===== src/rtl/row_slider.sv =====
// row_slider: slides a row of lit columns back and forth across the playfield
// and, on a stop press, judges it against the stack top. A hit narrows the
// stack base to the overlap and pulses next_signal; a total miss pulses
// game_over and restores a full-width base.
//
// Pulse semantics: start and stop_btn are single-cycle strobes sampled on the
// rising clk edge; start is honoured only in IDLE and stop_btn only in MOVE.
// next_signal and game_over are registered, one cycle wide, and only ever
// appear in the cycle after JUDGE.
module row_slider #(
    parameter int COLS        = 8,
    parameter int PERIOD_UNIT = 250000
) (
    input  logic            clk,
    input  logic            resetn,
    input  logic            start,
    input  logic            stop_btn,
    input  logic [3:0]      speed,
    input  logic [3:0]      num_blocks,
    output logic [COLS-1:0] row_mask,
    output logic [COLS-1:0] base_mask,
    output logic            moving,
    output logic            next_signal,
    output logic            game_over,
    output logic [1:0]      state_dbg
);

    typedef enum logic [1:0] {
        S_IDLE  = 2'd0,
        S_LOAD  = 2'd1,
        S_MOVE  = 2'd2,
        S_JUDGE = 2'd3
    } state_t;

    localparam logic [4:0] COLS5 = 5'(COLS);

    state_t      state, state_nxt;
    logic [3:0]  spd_q;
    logic [4:0]  w_q;
    logic [4:0]  pos_q;
    logic        dir_q;      // 0 = moving right (toward higher bits), 1 = left
    logic [31:0] tick_q;

    logic [4:0]  pop_cnt;
    logic [4:0]  nb_clamp;
    logic [4:0]  w_load;
    logic [3:0]  spd_load;
    logic [31:0] period;
    logic        tick_last;
    logic [4:0]  max_pos;
    logic [4:0]  step_pos;
    logic        step_dir;
    logic [COLS-1:0] ov;

    // Mask with the low n bits set; n may equal COLS.
    function automatic logic [COLS-1:0] ones_mask(input logic [4:0] n);
        logic [COLS-1:0] m;
        for (int i = 0; i < COLS; i++) begin
            m[i] = (5'(i) < n);
        end
        return m;
    endfunction

    // Count surviving stack columns; the new row can never be wider than that.
    always_comb begin
        pop_cnt = '0;
        for (int i = 0; i < COLS; i++) begin
            pop_cnt = pop_cnt + {4'd0, base_mask[i]};
        end
    end

    // Row width and speed that LOAD will latch, with 0 and overflow clamped.
    always_comb begin
        if (num_blocks == 4'd0)
            nb_clamp = 5'd1;
        else if ({1'b0, num_blocks} > COLS5)
            nb_clamp = COLS5;
        else
            nb_clamp = {1'b0, num_blocks};
        w_load   = (nb_clamp < pop_cnt) ? nb_clamp : pop_cnt;
        spd_load = (speed == 4'd0) ? 4'd1 : speed;
    end

    assign period    = 32'(PERIOD_UNIT) * (32'd16 - 32'(spd_q));
    assign tick_last = (tick_q == period - 32'd1);
    assign max_pos   = COLS5 - w_q;
    assign ov        = row_mask & base_mask;
    assign moving    = (state == S_MOVE);
    assign state_dbg = state;

    // Bounce rule: reverse at either end, a full-width row stays put.
    always_comb begin
        step_pos = pos_q;
        step_dir = dir_q;
        if (max_pos == 5'd0) begin
            step_pos = 5'd0;
        end else if (!dir_q) begin
            if (pos_q == max_pos) begin
                step_dir = 1'b1;
                step_pos = pos_q - 5'd1;
            end else begin
                step_pos = pos_q + 5'd1;
            end
        end else begin
            if (pos_q == 5'd0) begin
                step_dir = 1'b0;
                step_pos = 5'd1;
            end else begin
                step_pos = pos_q - 5'd1;
            end
        end
    end

    // State register; reset wins in every state.
    always_ff @(posedge clk) begin
        if (!resetn)
            state <= S_IDLE;
        else
            state <= state_nxt;
    end

    // Next-state logic.
    always_comb begin
        state_nxt = state;
        case (state)
            S_IDLE:  if (start) state_nxt = S_LOAD;
            S_LOAD:  state_nxt = S_MOVE;
            S_MOVE:  if (stop_btn) state_nxt = S_JUDGE;
            S_JUDGE: state_nxt = S_IDLE;
            default: state_nxt = S_IDLE;
        endcase
    end

    // Row position, tick counter, masks and result pulses.
    always_ff @(posedge clk) begin
        if (!resetn) begin
            row_mask    <= '0;
            base_mask   <= '1;
            next_signal <= 1'b0;
            game_over   <= 1'b0;
            spd_q       <= 4'd1;
            w_q         <= 5'd1;
            pos_q       <= 5'd0;
            dir_q       <= 1'b0;
            tick_q      <= '0;
        end else begin
            next_signal <= 1'b0;
            game_over   <= 1'b0;
            case (state)
                S_LOAD: begin
                    spd_q    <= spd_load;
                    w_q      <= w_load;
                    pos_q    <= 5'd0;
                    dir_q    <= 1'b0;
                    tick_q   <= '0;
                    row_mask <= ones_mask(w_load);
                end
                S_MOVE: begin
                    // A stop press freezes the row so the visible mask is judged.
                    if (!stop_btn) begin
                        if (tick_last) begin
                            tick_q   <= '0;
                            pos_q    <= step_pos;
                            dir_q    <= step_dir;
                            row_mask <= ones_mask(w_q) << step_pos;
                        end else begin
                            tick_q <= tick_q + 32'd1;
                        end
                    end
                end
                S_JUDGE: begin
                    if (ov != '0) begin
                        next_signal <= 1'b1;
                        base_mask   <= ov;
                        row_mask    <= ov;
                    end else begin
                        game_over <= 1'b1;
                        base_mask <= '1;
                        row_mask  <= '0;
                    end
                end
                default: ;
            endcase
        end
    end

endmodule


===== config.mk =====
export PLATFORM = sky130hd
export DESIGN_NAME = row_slider
export DESIGN_NICKNAME = d
export VERILOG_FILES = /design/src/rtl/row_slider.sv
export SDC_FILE = /design/constraint.sdc
export NUM_CORES = 1
export LEC_CHECK = 0
export ABC_CLOCK_PERIOD_IN_PS = 16720
export CAP_MARGIN = 10
export CORE_MARGIN = 3
export CORE_UTILIZATION = 25
export CTS_CLUSTER_SIZE = 28
export DETAILED_ROUTE_END_ITERATION = 8
export DONT_BUFFER_PORTS = 1
export HOLD_SLACK_MARGIN = 0.1
export PLACE_DENSITY_LB_ADDON = 0.15
export SYNTH_ARGS = -nofsm -noshare
export SYNTH_HDL_FRONTEND = slang
export SYNTH_SLANG_ARGS = --single-unit

===== constraint.sdc =====
create_clock -name clk -period 16.72 [get_ports clk]
set_input_delay 0.836 -clock clk [delete_from_list [all_inputs] [get_ports clk]]
set_output_delay 0.836 -clock clk [all_outputs]
set_load 0.01 [all_outputs]

# Yosys cells after proc, flatten, opt, wreduce, memory -nomap -nowiden
# Index checks and enable logic that the tools add are counted.
# op_classes
add_sub_neg,13
multipliers,1
order_cmp,18
n_eq_ne,10
shift,1
muxes,31
bitwise,1
reduce_logical,14
# ops
cell,n
$mux W32,2
$pmux W32 S2,1
$lt A3 B5 Y1 const A,8
$mux W5,7
$add A32 B1 Y32 const B,1
$eq A32 B32 Y1,1
$mul A14 B32 Y28 const A,1
$mux W8,4
$sub A32 B1 Y32 const B,1
$pmux W8 S3,1
$lt A1 B5 Y1 const A,4
$lt A2 B5 Y1 const A,4
$add A5 B1 Y5,3
$mux W4,3
$logic_not A5 Y1,2
$pmux W5 S2,1
$and A8 B8 Y8,1
$logic_not A4 Y1,2
$mux W1,8
$ne A2 B2 Y1 const B,4
$pmux W2 S4,1
$reduce_bool A8 Y1,1
$shl A8 B5 Y8,1
$reduce_and A2 Y1,3
other kinds (21),24
# totals
register_bits,67
out_inout_bits,21
wordCells,99

# Depth between registers and ports, before layout
# depth
depth_word,11
ltp_mapped,28

# Worst setup path before layout
# OpenSTA, ideal clock, no wires.
# synth_timing
path_kind,reg2reg
start,register spd_q[0]
end,register pos_q[1]
setup_ns,0.124
arrival_ns,6.497
t_required_ns,16.596
slack_ns,10.099
stages_incl_launch_ff,29
synth_period_minus_slack_ns,6.621
cell_sequence,dfxtp_1 > buf_2 > inv_1 > ha_1 > clkbuf_1 > xor2_1 > xnor2_1 > fa_1 > inv_1 > fa_1 > inv_1 > ha_1 > ha_1 > ha_1 > ha_1 > clkbuf_1 > nand2_1 > or4_1 > o211a_1 > a21oi_1 > and2_1 > clkbuf_1 > and4_1 > o22ai_1 > nor4_2 > nand2_2 > a31oi_2 > buf_2 > o22ai_1
# synth_via
elab_chain_cells,6
# synth_rtl
item,line_no,source
"start, declared",38,logic [3:0] spd_q;
"start signal, assigned",151,spd_q <= spd_load;
$sub A5 B4 Y6,84,assign period = 32'(PERIOD_UNIT) * (32'd16 - 32'(spd_q));
$mul A14 B32 Y28,84,
$sub A32 B1 Y32,85,assign tick_last = (tick_q == period - 32'd1);
$eq A32 B32 Y1,85,
$ne A2 B1 Y1 (no source line),n/a,
$reduce_and A3 Y1 (no source line),n/a,
"end signal, assigned",163,pos_q <= step_pos;
"end, declared",40,logic [4:0] pos_q;
# Every way passes these cells.
# A chain may end at the register's enable or synchronous reset.

# Worst setup path in the final report
# Ends and elaborated chain as after synthesis.

==> impl_table.tex <==
\begin{tabular}{lr}
\hline
Metric & Value \\
\hline
\multicolumn{2}{l}{\textbf{Clock tree}} \\
Clock edge transition at the registers on the reported setup and hold paths & 0.06 ns \\
Clock Sink Count & 66 \\
CTS tree & built \\
Post-CTS Hold Buffers & 0 \\
CTS buffer count & 9 \\
Buffer levels on the longest clock path & 2 \\
Clk\_lat worst skew & 0.33 ns \\
Number of setup buffers added after CTS & 0 \\
\# H-tree levels & 3 \\
Number of resized instances in the post-cts repair step & 0 \\
Root buffer selected by CTS & sky130\_fd\_sc\_hd\_\_clkbuf\_16 \\
\multicolumn{2}{l}{\textbf{STA}} \\
Worst setup skew after layout & 0.004625 ns \\
Final hold violations & 0 \\
Final worst-path cycle share & 45.15\% \\
Number of pins exceeding their max-slew limit in the final report & 0 \\
Slew HR & 40.88\% \\
Setup violators final & 0 \\
F\_max & 0.1325 GHz \\
Least setup slack across all paths after layout & 9.171 ns \\
Unrepaired setup endpoints after global routing & no \\
Final min period & 7.549 ns \\
Pin slew with the least headroom to its limit & 0.8645 ns \\
Fin Setup TNS & 0 ns \\
\multicolumn{2}{l}{\textbf{Worst setup path}} \\
Crit path max-delay family & adder cells \\
Data required time at the worst endpoint & 16.93 ns \\
Length in cells of the worst reg-to-reg path & 24 \\
Crit Path Category & reg2reg \\
Max FO, Critical Path & 34 \\
Critical Path Source Type & flip-flop \\
Most numerous cell on the critical path & sky130\_fd\_sc\_hd\_\_ha\_1 \\
Combined buffer and inverter count along the critical path & 4 \\
Critical path cell sequence & inv\_1, ha\_1, xor2\_1, xnor2\_1, fa\_1, inv\_1, fa\_1, inv\_1, ha\_1, ha\_1, ha\_1, ha\_1, nand4\_1, or4\_1, o211a\_1, a21oi\_1, and2\_1, and4\_1, o22ai\_1, nor4\_2, nand2\_2, a31oi\_2, buf\_4, o22ai\_1 \\
Element type at the critical path end & flip-flop \\
R2R setup slack & 9.17 ns \\
Worst R2R End & pos\_q[1]\$\_SDFFE\_PN0P\_ \\
Launching point of the worst reg2reg path & spd\_q[0]\$\_SDFFE\_PN1P\_ \\
Worst EP arrival & 7.75 ns \\
Slowest cell delay on critical path & 0.63 ns \\
Slowest library cell on the worst path & sky130\_fd\_sc\_hd\_\_dfxtp\_1 \\
\multicolumn{2}{l}{\textbf{Hold path}} \\
Hold path endpoint & tick\_q[1]\$\_SDFFE\_PN0P\_ \\
Kind of path behind the tightest hold check & reg2reg \\
Instance count along the most critical hold path & 2 \\
Worst hold start & tick\_q[1]\$\_SDFFE\_PN0P\_ \\
\multicolumn{2}{l}{\textbf{Global route}} \\
Via count of the first global-routing pass & 5,185 \\
Maximum number of pins on one net before global-route repair & 35 \\
Global-route wire length before repair & 27,520 µm \\
Residual overflow from global routing & 0 \\
Total routing resource utilization after global routing & 12.66\% \\
Number of antenna violations at the first check in global routing & 0 \\
\multicolumn{2}{l}{\textbf{Logic synthesis}} \\
Net count after synthesis & 862 \\
Yosys warning total & 0 \\
Post-synth cell types & 82 \\
Avg Cell Area, Syn & 7.938 µm² \\
Sequential fraction of the synthesis area & 21.31\% \\
Share of synthesized flip-flops with an asynchronous set or reset & 0\% \\
Top\_reg\_cell synth & sky130\_fd\_sc\_hd\_\_dfxtp\_1 \\
Number of synthesized register bits & 66 \\
Number of enable-type register cells in the synthesized netlist & 0 \\
Synth Instances & 781 \\
Synthesized cell area & 6200 µm² \\
\multicolumn{2}{l}{\textbf{Floorplan}} \\
Starting utilization of the core area & 25.95\% \\
Core footprint & 23,890 µm² \\
Overall die height & 163.5 µm \\
Count of standard-cell rows & 56 \\
I/O pins & 33 \\
Total die area & 26,720 µm² \\
Die width & 163.5 µm \\
\multicolumn{2}{l}{\textbf{Finish}} \\
Growth of design area from synthesis to finish & 9.707\% \\
Fraction of final layout cells with drive strength greater than 1 & 5.844\% \\
Commonest cells after routing, fill and taps aside & sky130\_fd\_sc\_hd\_\_nor2\_1, sky130\_fd\_sc\_hd\_\_dfxtp\_1, sky130\_fd\_sc\_hd\_\_nand2\_1 \\
Final \#Nets & 846 \\
Most frequent standard cell in the layout excluding fill and tap cells & sky130\_fd\_sc\_hd\_\_nor2\_1 \\
Number of filler cells placed in the layout & 2,582 \\
Number of antenna cells inserted & 0 \\
\multicolumn{2}{l}{\textbf{Placed design}} \\
HPWL after detailed placement & 12,860 µm \\
Placer's final routability congestion estimate & 0.8056 \\
Placement-stage worst setup slack & 9.156 ns \\
Buffers added on ports & 0 \\
\multicolumn{2}{l}{\textbf{Status}} \\
Outcome & completed \\
\multicolumn{2}{l}{\textbf{Run}} \\
\# Max-Cap Violations & 0 \\
\multicolumn{2}{l}{\textbf{Detailed routing}} \\
Vias per std cell & 4.892 \\
Vias & 5,327 \\
Drt drc & 0 \\
Number of nets still failing antenna checks after routing & 0 \\
Final routed wirelength across all metal layers & 16,370 µm \\
Initial detailed-routing violation count & 344 \\
First-pass iteration count of the detailed router & 4 \\
Average wire per standard cell & 15.03 µm \\
\hline
\end{tabular}
==> worst max-delay path by stage <==
stage                               start                     to  cells after the start
floorplan           spd_q[0]$_SDFFE_PN1P_  pos_q[1]$_SDFFE_PN0P_                     28
global placement    spd_q[0]$_SDFFE_PN1P_  pos_q[1]$_SDFFE_PN0P_                     24
detailed placement  spd_q[0]$_SDFFE_PN1P_  pos_q[1]$_SDFFE_PN0P_                     24
CTS                 spd_q[0]$_SDFFE_PN1P_  pos_q[1]$_SDFFE_PN0P_                     24
global route        spd_q[0]$_SDFFE_PN1P_  pos_q[2]$_SDFFE_PN0P_                     24
finish              spd_q[0]$_SDFFE_PN1P_  pos_q[1]$_SDFFE_PN0P_                     24
==> cell usage after synthesis, types with 8 or more instances <==
master	instances	area share, %
sky130_fd_sc_hd__xor2_1	34	4.8
sky130_fd_sc_hd__nor2_1	86	5.2
sky130_fd_sc_hd__clkbuf_1	21	1.3
sky130_fd_sc_hd__and3_1	15	1.5
sky130_fd_sc_hd__inv_1	53	3.2
sky130_fd_sc_hd__a211oi_1	8	0.97
sky130_fd_sc_hd__fa_1	9	2.9
sky130_fd_sc_hd__xnor2_1	43	6.1
sky130_fd_sc_hd__dfxtp_1	66	21
sky130_fd_sc_hd__mux2i_1	12	1.9
sky130_fd_sc_hd__nor2b_1	9	0.91
sky130_fd_sc_hd__a31oi_1	9	0.91
sky130_fd_sc_hd__ha_1	60	12
sky130_fd_sc_hd__nand3_1	32	2.6
sky130_fd_sc_hd__nand2_1	65	3.9
sky130_fd_sc_hd__a21o_1	11	1.3
sky130_fd_sc_hd__nor3_1	26	2.1
sky130_fd_sc_hd__o21ai_0	29	2.3
sky130_fd_sc_hd__nand4_1	14	1.4
sky130_fd_sc_hd__a21oi_1	23	1.9
==> through the flow <==
step                      utilization (%)  cell area [µm²]  std cells  hold WS (ns)
after CTS                           28.47             6802       1089        0.5139
after global placement              27.19             6496       1073        0.4975
after detailed placement            27.19             6496       1073        0.5038
after floorplan                         -             6200        781        0.4630
after global routing                28.47             6802       1089        0.5526
final                               28.47             6802       1089        0.5163
==> cell families after synthesis <==
family | Yosys count | synth area share, %
adders and majority gates | 70 | 15.18
muxes | 14 | 2.301
AOI/OAI and AO/OA | 162 | 18.79
xor gates and xnor gates | 83 | 12.94
DFF | 66 | 21.31
and+or+nand+nor | 302 | 24.26
buffers and inverters | 84 | 5.227
==> worst reg2reg max path: cells and delay by family, from the launching register on <==
kind / cells / cell delay [ns]
buf+inv: 4 / 0.68
fa+ha+maj: 7 / 2.71
xor+xnor: 2 / 0.63
simple gates: 6 / 1.94
flops: 1 / 0.63
compound gates: 5 / 0.83
==> layout make-up <==
| type | count | area, µm² | share of cell area [%] |
|---|---|---|---|
| Multi-Input combinational cell | 631 | 4554 | 66.96 |
| Sequential cell | 66 | 1321 | 19.43 |
| Tap cell | 319 | 399.1 | 5.868 |
| Inverter | 55 | 206.4 | 3.035 |
| Clock inverter | 6 | 66.31 | 0.9750 |
| Timing Repair Buffer | 2 | 15.01 | 0.2208 |
| Clock buffer | 10 | 239.0 | 3.514 |
==> sequential cells by signal, summed over array words and instances, names as in the netlist <==
signal / cells
tick_q: 32
base_mask: 8
row_mask: 8
pos_q: 5
spd_q: 4
w_q: 4
state_dbg: 2
dir_q: 1
game_over: 1
next_signal: 1
==> layer usage <==
layer	global-route usage (%)	routed length, µm	vias to the layer above
met1	17.81	8416	2484
met3	1.801	341	13
li1	-	-	2771
met4	3.114	171	0
met2	20.39	7439	59
met5	0	0	-
Power is not shown: default switching activity piles up to over one toggle a cycle in this logic, so the estimate is an artifact.
